`src/rtl/axi4_mem_arb_if.sv`:
```
// One AXI4 port (AW/W/B/AR/R) as seen between a requester and a memory.
// The "master" modport drives requests; the "slave" modport answers them.
interface axi4_mem_arb_if #(
  parameter int DATA_W           = 256,
  parameter int ADDR_W           = 32,
  parameter int MST_ID_W         = 5,
  parameter int TRANS_DATA_LEN_W = 8,
  parameter int TRANS_RESP_W     = 2
);
  logic [MST_ID_W-1:0]         awid;
  logic [ADDR_W-1:0]           awaddr;
  logic [1:0]                  awburst;
  logic [TRANS_DATA_LEN_W-1:0] awlen;
  logic                        awvalid;
  logic                        awready;

  logic [DATA_W-1:0]           wdata;
  logic                        wlast;
  logic                        wvalid;
  logic                        wready;

  logic [MST_ID_W-1:0]         bid;
  logic [TRANS_RESP_W-1:0]     bresp;
  logic                        bvalid;
  logic                        bready;

  logic [MST_ID_W-1:0]         arid;
  logic [ADDR_W-1:0]           araddr;
  logic [1:0]                  arburst;
  logic [TRANS_DATA_LEN_W-1:0] arlen;
  logic                        arvalid;
  logic                        arready;

  logic [MST_ID_W-1:0]         rid;
  logic [DATA_W-1:0]           rdata;
  logic [TRANS_RESP_W-1:0]     rresp;
  logic                        rlast;
  logic                        rvalid;
  logic                        rready;

  modport master (
    output awid, awaddr, awburst, awlen, awvalid, input awready,
    output wdata, wlast, wvalid, input wready,
    input  bid, bresp, bvalid, output bready,
    output arid, araddr, arburst, arlen, arvalid, input arready,
    input  rid, rdata, rresp, rlast, rvalid, output rready
  );

  modport slave (
    input  awid, awaddr, awburst, awlen, awvalid, output awready,
    input  wdata, wlast, wvalid, output wready,
    output bid, bresp, bvalid, input bready,
    input  arid, araddr, arburst, arlen, arvalid, output arready,
    output rid, rdata, rresp, rlast, rvalid, input rready
  );
endinterface

```
`src/rtl/axi4_mem_arb.sv`:
```
// Two-master AXI4 arbiter onto one memory port. Independent round-robin write
// and read paths; each grant is held until its transaction fully completes.
module axi4_mem_arb (
  input  logic           clk,
  input  logic           rst_n,
  axi4_mem_arb_if.slave  m0,
  axi4_mem_arb_if.slave  m1,
  axi4_mem_arb_if.master s
);

  typedef enum logic [1:0] {WR_IDLE, WR_ADDR, WR_DATA, WR_RESP} wr_state_t;
  typedef enum logic [1:0] {RD_IDLE, RD_ADDR, RD_DATA} rd_state_t;

  wr_state_t wr_state, wr_state_nxt;
  rd_state_t rd_state, rd_state_nxt;
  logic      wr_gnt, wr_gnt_nxt, wr_prio, wr_prio_nxt;
  logic      rd_gnt, rd_gnt_nxt, rd_prio, rd_prio_nxt;

  logic aw_hs, w_last_hs, b_hs, ar_hs, r_last_hs;

  // Handshakes of the currently granted master; only consulted in their own state.
  assign aw_hs     = (wr_gnt ? m1.awvalid : m0.awvalid) & s.awready;
  assign w_last_hs = (wr_gnt ? (m1.wvalid & m1.wlast) : (m0.wvalid & m0.wlast)) & s.wready;
  assign b_hs      = s.bvalid & (wr_gnt ? m1.bready : m0.bready);
  assign ar_hs     = (rd_gnt ? m1.arvalid : m0.arvalid) & s.arready;
  assign r_last_hs = s.rvalid & s.rlast & (rd_gnt ? m1.rready : m0.rready);

  always_ff @(posedge clk or negedge rst_n) begin
    if (!rst_n) begin
      wr_state <= WR_IDLE;
      wr_gnt   <= 1'b0;
      wr_prio  <= 1'b0;
      rd_state <= RD_IDLE;
      rd_gnt   <= 1'b0;
      rd_prio  <= 1'b0;
    end else begin
      wr_state <= wr_state_nxt;
      wr_gnt   <= wr_gnt_nxt;
      wr_prio  <= wr_prio_nxt;
      rd_state <= rd_state_nxt;
      rd_gnt   <= rd_gnt_nxt;
      rd_prio  <= rd_prio_nxt;
    end
  end

  // Priority flips to the other master only once a transaction has completed.
  always_comb begin
    wr_state_nxt = wr_state;
    wr_gnt_nxt   = wr_gnt;
    wr_prio_nxt  = wr_prio;
    case (wr_state)
      WR_IDLE:
        if (m0.awvalid || m1.awvalid) begin
          wr_gnt_nxt   = (m0.awvalid && m1.awvalid) ? wr_prio : m1.awvalid;
          wr_state_nxt = WR_ADDR;
        end
      WR_ADDR: if (aw_hs) wr_state_nxt = WR_DATA;
      WR_DATA: if (w_last_hs) wr_state_nxt = WR_RESP;
      WR_RESP:
        if (b_hs) begin
          wr_state_nxt = WR_IDLE;
          wr_prio_nxt  = ~wr_gnt;
        end
      default: wr_state_nxt = WR_IDLE;
    endcase
  end

  always_comb begin
    rd_state_nxt = rd_state;
    rd_gnt_nxt   = rd_gnt;
    rd_prio_nxt  = rd_prio;
    case (rd_state)
      RD_IDLE:
        if (m0.arvalid || m1.arvalid) begin
          rd_gnt_nxt   = (m0.arvalid && m1.arvalid) ? rd_prio : m1.arvalid;
          rd_state_nxt = RD_ADDR;
        end
      RD_ADDR: if (ar_hs) rd_state_nxt = RD_DATA;
      RD_DATA:
        if (r_last_hs) begin
          rd_state_nxt = RD_IDLE;
          rd_prio_nxt  = ~rd_gnt;
        end
      default: rd_state_nxt = RD_IDLE;
    endcase
  end

  always_comb begin
    s.awid    = '0;
    s.awaddr  = '0;
    s.awburst = '0;
    s.awlen   = '0;
    s.awvalid = 1'b0;
    s.wdata   = '0;
    s.wlast   = 1'b0;
    s.wvalid  = 1'b0;
    s.bready  = 1'b0;
    m0.awready = 1'b0;
    m0.wready  = 1'b0;
    m0.bid     = '0;
    m0.bresp   = '0;
    m0.bvalid  = 1'b0;
    m1.awready = 1'b0;
    m1.wready  = 1'b0;
    m1.bid     = '0;
    m1.bresp   = '0;
    m1.bvalid  = 1'b0;
    case (wr_state)
      WR_ADDR:
        if (wr_gnt) begin
          s.awid     = m1.awid;
          s.awaddr   = m1.awaddr;
          s.awburst  = m1.awburst;
          s.awlen    = m1.awlen;
          s.awvalid  = m1.awvalid;
          m1.awready = s.awready;
        end else begin
          s.awid     = m0.awid;
          s.awaddr   = m0.awaddr;
          s.awburst  = m0.awburst;
          s.awlen    = m0.awlen;
          s.awvalid  = m0.awvalid;
          m0.awready = s.awready;
        end
      WR_DATA:
        if (wr_gnt) begin
          s.wdata   = m1.wdata;
          s.wlast   = m1.wlast;
          s.wvalid  = m1.wvalid;
          m1.wready = s.wready;
        end else begin
          s.wdata   = m0.wdata;
          s.wlast   = m0.wlast;
          s.wvalid  = m0.wvalid;
          m0.wready = s.wready;
        end
      WR_RESP:
        if (wr_gnt) begin
          m1.bid    = s.bid;
          m1.bresp  = s.bresp;
          m1.bvalid = s.bvalid;
          s.bready  = m1.bready;
        end else begin
          m0.bid    = s.bid;
          m0.bresp  = s.bresp;
          m0.bvalid = s.bvalid;
          s.bready  = m0.bready;
        end
      default: ;
    endcase
  end

  always_comb begin
    s.arid    = '0;
    s.araddr  = '0;
    s.arburst = '0;
    s.arlen   = '0;
    s.arvalid = 1'b0;
    s.rready  = 1'b0;
    m0.arready = 1'b0;
    m0.rid     = '0;
    m0.rdata   = '0;
    m0.rresp   = '0;
    m0.rlast   = 1'b0;
    m0.rvalid  = 1'b0;
    m1.arready = 1'b0;
    m1.rid     = '0;
    m1.rdata   = '0;
    m1.rresp   = '0;
    m1.rlast   = 1'b0;
    m1.rvalid  = 1'b0;
    case (rd_state)
      RD_ADDR:
        if (rd_gnt) begin
          s.arid     = m1.arid;
          s.araddr   = m1.araddr;
          s.arburst  = m1.arburst;
          s.arlen    = m1.arlen;
          s.arvalid  = m1.arvalid;
          m1.arready = s.arready;
        end else begin
          s.arid     = m0.arid;
          s.araddr   = m0.araddr;
          s.arburst  = m0.arburst;
          s.arlen    = m0.arlen;
          s.arvalid  = m0.arvalid;
          m0.arready = s.arready;
        end
      RD_DATA:
        if (rd_gnt) begin
          m1.rid    = s.rid;
          m1.rdata  = s.rdata;
          m1.rresp  = s.rresp;
          m1.rlast  = s.rlast;
          m1.rvalid = s.rvalid;
          s.rready  = m1.rready;
        end else begin
          m0.rid    = s.rid;
          m0.rdata  = s.rdata;
          m0.rresp  = s.rresp;
          m0.rlast  = s.rlast;
          m0.rvalid = s.rvalid;
          s.rready  = m0.rready;
        end
      default: ;
    endcase
  end

endmodule

```
`src/flat_wrapper.sv`:
```
// flat-port wrapper written by rule: the top's interface ports become plain ports
module axi4_mem_arb_flat 
  (clk, rst_n, m0_awid, m0_awaddr, m0_awburst, m0_awlen, m0_awvalid, m0_awready, m0_wdata, m0_wlast, m0_wvalid, m0_wready, m0_bid, m0_bresp, m0_bvalid, m0_bready, m0_arid, m0_araddr, m0_arburst, m0_arlen, m0_arvalid, m0_arready, m0_rid, m0_rdata, m0_rresp, m0_rlast, m0_rvalid, m0_rready, m1_awid, m1_awaddr, m1_awburst, m1_awlen, m1_awvalid, m1_awready, m1_wdata, m1_wlast, m1_wvalid, m1_wready, m1_bid, m1_bresp, m1_bvalid, m1_bready, m1_arid, m1_araddr, m1_arburst, m1_arlen, m1_arvalid, m1_arready, m1_rid, m1_rdata, m1_rresp, m1_rlast, m1_rvalid, m1_rready, s_awid, s_awaddr, s_awburst, s_awlen, s_awvalid, s_awready, s_wdata, s_wlast, s_wvalid, s_wready, s_bid, s_bresp, s_bvalid, s_bready, s_arid, s_araddr, s_arburst, s_arlen, s_arvalid, s_arready, s_rid, s_rdata, s_rresp, s_rlast, s_rvalid, s_rready);
  axi4_mem_arb_if m0_i ();
  axi4_mem_arb_if m1_i ();
  axi4_mem_arb_if s_i ();
  input  logic clk;
  input  logic rst_n;
  input wire logic [$bits(m0_i.awid)-1:0] m0_awid;
  input wire logic [$bits(m0_i.awaddr)-1:0] m0_awaddr;
  input wire logic [$bits(m0_i.awburst)-1:0] m0_awburst;
  input wire logic [$bits(m0_i.awlen)-1:0] m0_awlen;
  input wire logic [$bits(m0_i.awvalid)-1:0] m0_awvalid;
  output wire logic [$bits(m0_i.awready)-1:0] m0_awready;
  input wire logic [$bits(m0_i.wdata)-1:0] m0_wdata;
  input wire logic [$bits(m0_i.wlast)-1:0] m0_wlast;
  input wire logic [$bits(m0_i.wvalid)-1:0] m0_wvalid;
  output wire logic [$bits(m0_i.wready)-1:0] m0_wready;
  output wire logic [$bits(m0_i.bid)-1:0] m0_bid;
  output wire logic [$bits(m0_i.bresp)-1:0] m0_bresp;
  output wire logic [$bits(m0_i.bvalid)-1:0] m0_bvalid;
  input wire logic [$bits(m0_i.bready)-1:0] m0_bready;
  input wire logic [$bits(m0_i.arid)-1:0] m0_arid;
  input wire logic [$bits(m0_i.araddr)-1:0] m0_araddr;
  input wire logic [$bits(m0_i.arburst)-1:0] m0_arburst;
  input wire logic [$bits(m0_i.arlen)-1:0] m0_arlen;
  input wire logic [$bits(m0_i.arvalid)-1:0] m0_arvalid;
  output wire logic [$bits(m0_i.arready)-1:0] m0_arready;
  output wire logic [$bits(m0_i.rid)-1:0] m0_rid;
  output wire logic [$bits(m0_i.rdata)-1:0] m0_rdata;
  output wire logic [$bits(m0_i.rresp)-1:0] m0_rresp;
  output wire logic [$bits(m0_i.rlast)-1:0] m0_rlast;
  output wire logic [$bits(m0_i.rvalid)-1:0] m0_rvalid;
  input wire logic [$bits(m0_i.rready)-1:0] m0_rready;
  input wire logic [$bits(m1_i.awid)-1:0] m1_awid;
  input wire logic [$bits(m1_i.awaddr)-1:0] m1_awaddr;
  input wire logic [$bits(m1_i.awburst)-1:0] m1_awburst;
  input wire logic [$bits(m1_i.awlen)-1:0] m1_awlen;
  input wire logic [$bits(m1_i.awvalid)-1:0] m1_awvalid;
  output wire logic [$bits(m1_i.awready)-1:0] m1_awready;
  input wire logic [$bits(m1_i.wdata)-1:0] m1_wdata;
  input wire logic [$bits(m1_i.wlast)-1:0] m1_wlast;
  input wire logic [$bits(m1_i.wvalid)-1:0] m1_wvalid;
  output wire logic [$bits(m1_i.wready)-1:0] m1_wready;
  output wire logic [$bits(m1_i.bid)-1:0] m1_bid;
  output wire logic [$bits(m1_i.bresp)-1:0] m1_bresp;
  output wire logic [$bits(m1_i.bvalid)-1:0] m1_bvalid;
  input wire logic [$bits(m1_i.bready)-1:0] m1_bready;
  input wire logic [$bits(m1_i.arid)-1:0] m1_arid;
  input wire logic [$bits(m1_i.araddr)-1:0] m1_araddr;
  input wire logic [$bits(m1_i.arburst)-1:0] m1_arburst;
  input wire logic [$bits(m1_i.arlen)-1:0] m1_arlen;
  input wire logic [$bits(m1_i.arvalid)-1:0] m1_arvalid;
  output wire logic [$bits(m1_i.arready)-1:0] m1_arready;
  output wire logic [$bits(m1_i.rid)-1:0] m1_rid;
  output wire logic [$bits(m1_i.rdata)-1:0] m1_rdata;
  output wire logic [$bits(m1_i.rresp)-1:0] m1_rresp;
  output wire logic [$bits(m1_i.rlast)-1:0] m1_rlast;
  output wire logic [$bits(m1_i.rvalid)-1:0] m1_rvalid;
  input wire logic [$bits(m1_i.rready)-1:0] m1_rready;
  output wire logic [$bits(s_i.awid)-1:0] s_awid;
  output wire logic [$bits(s_i.awaddr)-1:0] s_awaddr;
  output wire logic [$bits(s_i.awburst)-1:0] s_awburst;
  output wire logic [$bits(s_i.awlen)-1:0] s_awlen;
  output wire logic [$bits(s_i.awvalid)-1:0] s_awvalid;
  input wire logic [$bits(s_i.awready)-1:0] s_awready;
  output wire logic [$bits(s_i.wdata)-1:0] s_wdata;
  output wire logic [$bits(s_i.wlast)-1:0] s_wlast;
  output wire logic [$bits(s_i.wvalid)-1:0] s_wvalid;
  input wire logic [$bits(s_i.wready)-1:0] s_wready;
  input wire logic [$bits(s_i.bid)-1:0] s_bid;
  input wire logic [$bits(s_i.bresp)-1:0] s_bresp;
  input wire logic [$bits(s_i.bvalid)-1:0] s_bvalid;
  output wire logic [$bits(s_i.bready)-1:0] s_bready;
  output wire logic [$bits(s_i.arid)-1:0] s_arid;
  output wire logic [$bits(s_i.araddr)-1:0] s_araddr;
  output wire logic [$bits(s_i.arburst)-1:0] s_arburst;
  output wire logic [$bits(s_i.arlen)-1:0] s_arlen;
  output wire logic [$bits(s_i.arvalid)-1:0] s_arvalid;
  input wire logic [$bits(s_i.arready)-1:0] s_arready;
  input wire logic [$bits(s_i.rid)-1:0] s_rid;
  input wire logic [$bits(s_i.rdata)-1:0] s_rdata;
  input wire logic [$bits(s_i.rresp)-1:0] s_rresp;
  input wire logic [$bits(s_i.rlast)-1:0] s_rlast;
  input wire logic [$bits(s_i.rvalid)-1:0] s_rvalid;
  output wire logic [$bits(s_i.rready)-1:0] s_rready;
  assign m0_i.awid = m0_awid;
  assign m0_i.awaddr = m0_awaddr;
  assign m0_i.awburst = m0_awburst;
  assign m0_i.awlen = m0_awlen;
  assign m0_i.awvalid = m0_awvalid;
  assign m0_awready = m0_i.awready;
  assign m0_i.wdata = m0_wdata;
  assign m0_i.wlast = m0_wlast;
  assign m0_i.wvalid = m0_wvalid;
  assign m0_wready = m0_i.wready;
  assign m0_bid = m0_i.bid;
  assign m0_bresp = m0_i.bresp;
  assign m0_bvalid = m0_i.bvalid;
  assign m0_i.bready = m0_bready;
  assign m0_i.arid = m0_arid;
  assign m0_i.araddr = m0_araddr;
  assign m0_i.arburst = m0_arburst;
  assign m0_i.arlen = m0_arlen;
  assign m0_i.arvalid = m0_arvalid;
  assign m0_arready = m0_i.arready;
  assign m0_rid = m0_i.rid;
  assign m0_rdata = m0_i.rdata;
  assign m0_rresp = m0_i.rresp;
  assign m0_rlast = m0_i.rlast;
  assign m0_rvalid = m0_i.rvalid;
  assign m0_i.rready = m0_rready;
  assign m1_i.awid = m1_awid;
  assign m1_i.awaddr = m1_awaddr;
  assign m1_i.awburst = m1_awburst;
  assign m1_i.awlen = m1_awlen;
  assign m1_i.awvalid = m1_awvalid;
  assign m1_awready = m1_i.awready;
  assign m1_i.wdata = m1_wdata;
  assign m1_i.wlast = m1_wlast;
  assign m1_i.wvalid = m1_wvalid;
  assign m1_wready = m1_i.wready;
  assign m1_bid = m1_i.bid;
  assign m1_bresp = m1_i.bresp;
  assign m1_bvalid = m1_i.bvalid;
  assign m1_i.bready = m1_bready;
  assign m1_i.arid = m1_arid;
  assign m1_i.araddr = m1_araddr;
  assign m1_i.arburst = m1_arburst;
  assign m1_i.arlen = m1_arlen;
  assign m1_i.arvalid = m1_arvalid;
  assign m1_arready = m1_i.arready;
  assign m1_rid = m1_i.rid;
  assign m1_rdata = m1_i.rdata;
  assign m1_rresp = m1_i.rresp;
  assign m1_rlast = m1_i.rlast;
  assign m1_rvalid = m1_i.rvalid;
  assign m1_i.rready = m1_rready;
  assign s_awid = s_i.awid;
  assign s_awaddr = s_i.awaddr;
  assign s_awburst = s_i.awburst;
  assign s_awlen = s_i.awlen;
  assign s_awvalid = s_i.awvalid;
  assign s_i.awready = s_awready;
  assign s_wdata = s_i.wdata;
  assign s_wlast = s_i.wlast;
  assign s_wvalid = s_i.wvalid;
  assign s_i.wready = s_wready;
  assign s_i.bid = s_bid;
  assign s_i.bresp = s_bresp;
  assign s_i.bvalid = s_bvalid;
  assign s_bready = s_i.bready;
  assign s_arid = s_i.arid;
  assign s_araddr = s_i.araddr;
  assign s_arburst = s_i.arburst;
  assign s_arlen = s_i.arlen;
  assign s_arvalid = s_i.arvalid;
  assign s_i.arready = s_arready;
  assign s_i.rid = s_rid;
  assign s_i.rdata = s_rdata;
  assign s_i.rresp = s_rresp;
  assign s_i.rlast = s_rlast;
  assign s_i.rvalid = s_rvalid;
  assign s_rready = s_i.rready;
  axi4_mem_arb u_core (.clk(clk), .rst_n(rst_n), .m0(m0_i), .m1(m1_i), .s(s_i));
endmodule
```
`config.mk`:
```
export PLATFORM = sky130hd
export DESIGN_NAME = axi4_mem_arb_flat
export DESIGN_NICKNAME = d
export VERILOG_FILES = /design/src/rtl/axi4_mem_arb_if.sv /design/src/rtl/axi4_mem_arb.sv /design/src/flat_wrapper.sv
export SDC_FILE = /design/constraint.sdc
export NUM_CORES = 1
export LEC_CHECK = 0
export CORE_AREA = 2 2 748 750
export CTS_CLUSTER_DIAMETER = 100
export DETAILED_ROUTE_END_ITERATION = 7
export DIE_AREA = 0 0 750 752
export DONT_BUFFER_PORTS = 1
export PLACE_DENSITY_LB_ADDON = 0.2
export SLEW_MARGIN = 0
export SYNTH_ARGS = -nofsm -noshare
export SYNTH_HDL_FRONTEND = slang
export SYNTH_SLANG_ARGS = --single-unit
export TNS_END_PERCENT = 100
```
`constraint.sdc`:
```
create_clock -name clk -period 1.6 [get_ports clk]
set_input_delay 0.24 -clock clk [delete_from_list [all_inputs] [get_ports clk]]
set_output_delay 0.24 -clock clk [all_outputs]
set_load 0.005 [all_outputs]
```
### Word level (Yosys, flattened, before mapping)

Index checks and enable logic that the tools add are counted.

| word-level totals | value |
|---|---|
| logic and storage cells | 126 |
| register bits after elaboration | 8 |
| output and inout port bits | 908 |
| bits of input ports | 990 |

| cells by class | value |
|---|---|
| mux-type cells | 86 |
| reductions and logical operators | 12 |
| equality and inequality tests | 12 |
| bitwise logic cells | 10 |

Operator list:

| kind | number |
|---|---|
| $mux 256 | 6 |
| $mux 32 | 4 |
| $mux 5 | 12 |
| $mux 1 | 39 |
| $mux 2 | 19 |
| $mux 8 | 4 |
| $ne 2x1->1 const B | 7 |
| $and 1x1->1 | 8 |
| $pmux 2 s4 | 1 |
| $reduce_and 2->1 | 4 |
| $eq 2x2->1 const B | 3 |
| $pmux 2 s3 | 1 |
| $eq 2x1->1 const B | 2 |
| $logic_not 2->1 | 2 |
| $reduce_and 4->1 | 1 |
| $reduce_and 3->1 | 1 |
| $logic_and 1x1->1 | 2 |
| $logic_or 1x1->1 | 2 |
| $not 1->1 | 2 |

### Depth between registers and ports, before layout

| logic depth | value |
|---|---|
| depth in word-level cells | 5 |
| mapped depth | 6 |
| mapped depth without buffers | 6 |

### Worst setup path before layout

Ideal clock, no wire load.

| timing | value |
|---|---|
| path kind | flip-flop to output port |
| from | register u_core.wr_state[0] |
| to | output port s_wdata[100] |
| setup slack | -0.072 ns |
| buffers on the path | 3 |
| required time | 1.360 ns |
| cell stages (with the launch flop) | 7 |
| arrival time | 1.432 ns |
| cells stage by stage | dfrtp_1 > inv_1 > ha_1 > buf_2 > clkbuf_1 > clkbuf_1 > nor2b_1 |

| on the way | value |
|---|---|
| word-level cells in the longest chain between the ends | 2 |

Ends and longest elaborated chain:

| item | RTL line | RTL |
|---|---|---|
| from (decl) | axi4_mem_arb.sv:14 | `wr_state_t wr_state, wr_state_nxt;` |
| from (signal assigned) | axi4_mem_arb.sv:37 | `wr_state <= wr_state_nxt;` |
| $eq 2x2->1 | axi4_mem_arb.sv:108 | `case (wr_state)` |
| $mux 256 | axi4_mem_arb.sv:108 |  |
| to (decl) | flat_wrapper.sv:67 | `output wire logic [$bits(s_i.wdata)-1:0] s_wdata;` |

No other way between the ends.

### Final worst setup path

| timing | value |
|---|---|
| from | register u_core.wr_gnt |
| to | output port s_awid[1] |

| on the way | value |
|---|---|
| word-level cells in the longest chain between the ends | 2 |

Ends and longest elaborated chain:

| item | RTL line | RTL |
|---|---|---|
| from (decl) | axi4_mem_arb.sv:16 | `logic wr_gnt, wr_gnt_nxt, wr_prio, wr_prio_nxt;` |
| from (signal assigned) | axi4_mem_arb.sv:38 | `wr_gnt <= wr_gnt_nxt;` |
| $mux 5 | axi4_mem_arb.sv:110 | `if (wr_gnt) begin` |
| $mux 5 | axi4_mem_arb.sv:108 |  |
| to (decl) | flat_wrapper.sv:61 | `output wire logic [$bits(s_i.awid)-1:0] s_awid;` |

No other way between the ends.

==> summary.md <==
### STA
* **worst clock skew on the final layout** 0.000306 ns
* **Fin. Hold Viols** 0
* **Final Critical Period** 2.28 ns
* **fraction of the cycle the final worst path needs** 142%
* **unrepaired setup endpoints after global routing** true
* **final setup violating endpoints** 912
* **maximum clock frequency** 439 MHz
* **transition time at the pin with the least slew margin** 0.459 ns
* **tightest slew margin relative to the limit** 68.5%
* **Final Slew Violations** 0
* **slack of the critical path** -0.678 ns

### Power and ir drop
* **overall power** 0.0488 W
* **P_leak** 11.7 nW
* **power density over the cells** 1370 nW/um^2
* **maximum resistive drop on vdd** 0.613 mV

### Detailed routing
* **Iter 0 DRT Violations** 1378
* **DRC violations left** 0
* **Met1 Routed Length** 153 mm
* **total routed wirelength** 462 mm
* **WL/cell** 46.5 um
* **via count normalized by instance count** 1.88
* **detailed-router iteration count before antenna repair** 5
* **wire length on met2** 213 mm
* **number of vias after detailed routing** 18700
* **top layer in use** met5
* **met3 WL** 71.3 mm
* **ANT nets after route** 0

### Die
* **Die X-Extent** 750 um
* **FP Rows** 274
* **core area** 556000 um^2
* **height of the die** 752 um
* **starting utilization of the core area** 1.86%
* **die area** 564000 um^2
* **number of top-level pins** 1898

### Critical path
* **Arrival @ worst endpoint** 2.04 ns
* **worst r2r src** u_core.wr_gnt
* **WP data required** 1.36 ns
* **Register-to-Register Setup Slack** -0.42 ns
* **Worst setup SP type** register
* **crit path to** s_awid[1]
* **start point of the critical path** u_core.wr_gnt
* **Reg2Reg Capture Point** u_core.wr_state[1]
* **number of cells on the worst reg-to-reg path** 8
* **Worst setup EP type** primary output
* **category of the critical setup timing path** reg -> out
* **maximum net fanout on the critical path** 7

### Cells and area
* **fraction of final layout cells with drive strength greater than 1** 67.8%
* **Fill cells** 65300
* **Area growth, synth to finish** 244%
* **utilization after layout** 6.39%
* **area taken by multi-input logic gates** 12200 um^2
* **nets** 3153
* **area of all sequential standard cells** 208 um^2

### Synthesis
* **synthesized instance count** 1464
* **post-synthesis cell area** 10300 um^2
* **post-synthesis average cell area** 7.05 um^2
* **Warnings, synthesis** 0
* **Distinct cells, synth** 30
* **syn nets** 2459
* **share of the yosys chip area belonging to registers** 1.94%
* **number of storage elements in the synthesis netlist** 8

### GRT
* **overflow left after global routing** 0
* **overall fraction of global-route tracks in use** 15.2%
* **vias in the first global route** 15300
* **pin count of the biggest net entering global routing** 100
* **initial antenna violation count** 473
* **wire length of the first global-routing pass** 483 mm

### CTS
* **cell chosen for the clock root** sky130_fd_sc_hd__clkbuf_16
* **Clk Latency, worst-skew pair** 0.29 ns
* **clock buffer count from CTS** 3
* **clock slew seen by the registers of the worst setup and hold paths** 0.07 ns
* **clk buf depth** 2
* **total number of H-tree levels** 1
* **CTS tree** yes
* **sinks on the clock net** 8

### Min path
* **Hold Path Stages** 1
* **path category of the worst min-delay check** in -> reg

### Outcome
* **result of the run** complete, but fails checks
* **violations in the final reports** setup timing

### Place
* **half-perimeter wire length after detailed placement** 426 mm
* **Port Buffers** 0
* **gpl congestion** 1.01

### Job
* **number of maximum-capacitance constraint violations** 0

[synthesized netlist by cell type, drive strengths merged]
cell type,number,area [um^2]
nand4,2,12.5
clkbuf,94,360
and4,1,8.76
dfrtp,8,200
nor3,1,5.00
ha,5,62.6
nand3,2,10.0
mux2i,355,3550
mux2,3,41.3
o21ai,3,15.0
and2,538,3370
a21o,1,7.51
buf,47,307
o22ai,1,6.26
nor2,57,214
a21oi,4,20.0
and3,11,68.8
a31oi,3,18.8
nand2b,4,32.5
nand2,7,26.3
nand4b,1,8.76
nor3b,1,7.51
nor2b,310,1950
inv,5,18.8
[worst max-delay path: stages (launching register included)]
cell,delay [ns]
sky130_fd_sc_hd__dfrtp_4,0.56
sky130_fd_sc_hd__buf_4,0.20
sky130_fd_sc_hd__buf_4,0.19
sky130_fd_sc_hd__mux2i_2,0.39
sky130_fd_sc_hd__buf_4,0.19
sky130_fd_sc_hd__nor2b_2,0.05
sky130_fd_sc_hd__buf_8,0.14
[power by group]
part           leakage [nW]  internal, W  total (W)  switching [W]
sequential           0.0918     0.000324   0.000493       0.000169
clock                0.0389     0.000334   0.000615       0.000281
combinational          11.6       0.0235     0.0477         0.0242
[cells by family (layout without fill, tap and decap cells)]
group                    after synthesis  after routing  synth area share [%]
multiplexers                         358            358                  34.8
other                                  0            310                     0
AND/OR/NAND/NOR                      935            935                  55.3
flip-flops                             8              8                  1.94
adder cells (fa/ha/maj)                5              5                 0.606
buffers and inverters                146            838                  6.65
AO/OA/AOI/OAI                         12             12                 0.655
[per-stage QoR]
step                cells  setup TNS [ns]  instance area [um^2]  hold slack, ns  setup slack, ns
floorplan            1464          -14.48                 10300         -0.0556          -0.0724
global placement     9461         -157.19                 28800         -0.0390           -0.813
detailed placement   9461         -159.96                 28800         -0.0390           -0.825
CTS                  9506         -441.10                 30700         0.00739           -0.695
global route         9791         -462.82                 35200          0.0289           -0.691
finish               9918         -411.83                 35500          0.0417           -0.678
[repair_timing]
action                                 4_1_cts  5_1_grt
setup endpoints to repair                  911      913
resized for setup                          263      698
cloned                                      17       55
hold buffers                                 2        0
endpoints found under the hold margin        8        0
pin swaps                                    3      224
setup buffers                               30       56
[sequential cells by signal (all words and copies together), names as in the netlist]
| signal | count |
|---|---|
| u_core.wr_gnt | 1 |
| u_core.wr_prio | 1 |
| u_core.rd_state | 2 |
| u_core.rd_gnt | 1 |
| u_core.wr_state | 2 |
| u_core.rd_prio | 1 |
[per-layer routing]
layer  vias up  track usage [%]
li1       6500                -
met1      8683             14.6
met2      2302             25.1
met4       172             5.65
met5         -             1.08
met3      1004             10.9
[worst min path at each step]
stage	to	slack, ns	from
2_1_floorplan	u_core.rd_gnt	-0.06	rst_n
3_3_place_gp	u_core.wr_gnt	-0.04	rst_n
3_5_place_dp	u_core.wr_gnt	-0.04	rst_n
4_1_cts	u_core.wr_gnt	0.007	m0_awvalid
5_1_grt	u_core.wr_gnt	0.03	m0_awvalid
6_report	u_core.rd_gnt	0.04	m0_arvalid
[final cells by class]
type                       count  share of cell area (%)
tap                         7452                    26.3
inverter                       5                  0.0599
antenna                      310                    2.18
clock buffer                   3                   0.211
sequential                     8                   0.585
multi-input combinational   1310                    34.3
timing repair buffer         830                    36.4
[cells in the final DEF, fill, tap and decap left out, types with 2 or more instances in the layout]
| cell type | count |
|---|---|
| sky130_fd_sc_hd__mux2i_2 | 58 |
| sky130_fd_sc_hd__mux2i_4 | 64 |
| sky130_fd_sc_hd__ha_1 | 2 |
| sky130_fd_sc_hd__ha_4 | 2 |
| sky130_fd_sc_hd__nand2b_1 | 2 |
| sky130_fd_sc_hd__buf_8 | 36 |
| sky130_fd_sc_hd__buf_16 | 37 |
| sky130_fd_sc_hd__dfrtp_1 | 6 |
| sky130_fd_sc_hd__nor2b_4 | 89 |
| sky130_fd_sc_hd__nand2_1 | 7 |
| sky130_fd_sc_hd__inv_1 | 3 |
| sky130_fd_sc_hd__mux2_4 | 2 |
| sky130_fd_sc_hd__a21oi_1 | 4 |
| sky130_fd_sc_hd__a31oi_1 | 3 |
| sky130_fd_sc_hd__nand4_1 | 2 |
| sky130_fd_sc_hd__and3_1 | 11 |
| sky130_fd_sc_hd__dfrtp_4 | 2 |
| sky130_fd_sc_hd__clkbuf_16 | 51 |
| sky130_fd_sc_hd__nand3_1 | 2 |
| sky130_fd_sc_hd__o21ai_0 | 3 |
| sky130_fd_sc_hd__buf_12 | 366 |
| sky130_fd_sc_hd__nand2b_4 | 2 |
| sky130_fd_sc_hd__buf_6 | 66 |
| sky130_fd_sc_hd__nor2_4 | 2 |
| sky130_fd_sc_hd__mux2i_1 | 233 |
| sky130_fd_sc_hd__and2_1 | 207 |
| sky130_fd_sc_hd__buf_4 | 275 |
| sky130_fd_sc_hd__nor2b_1 | 150 |
| sky130_fd_sc_hd__nor2b_2 | 71 |
| sky130_fd_sc_hd__diode_2 | 310 |
| sky130_fd_sc_hd__and2_4 | 331 |
| sky130_fd_sc_hd__nor2_1 | 54 |
(Power assumes the default switching activity.)
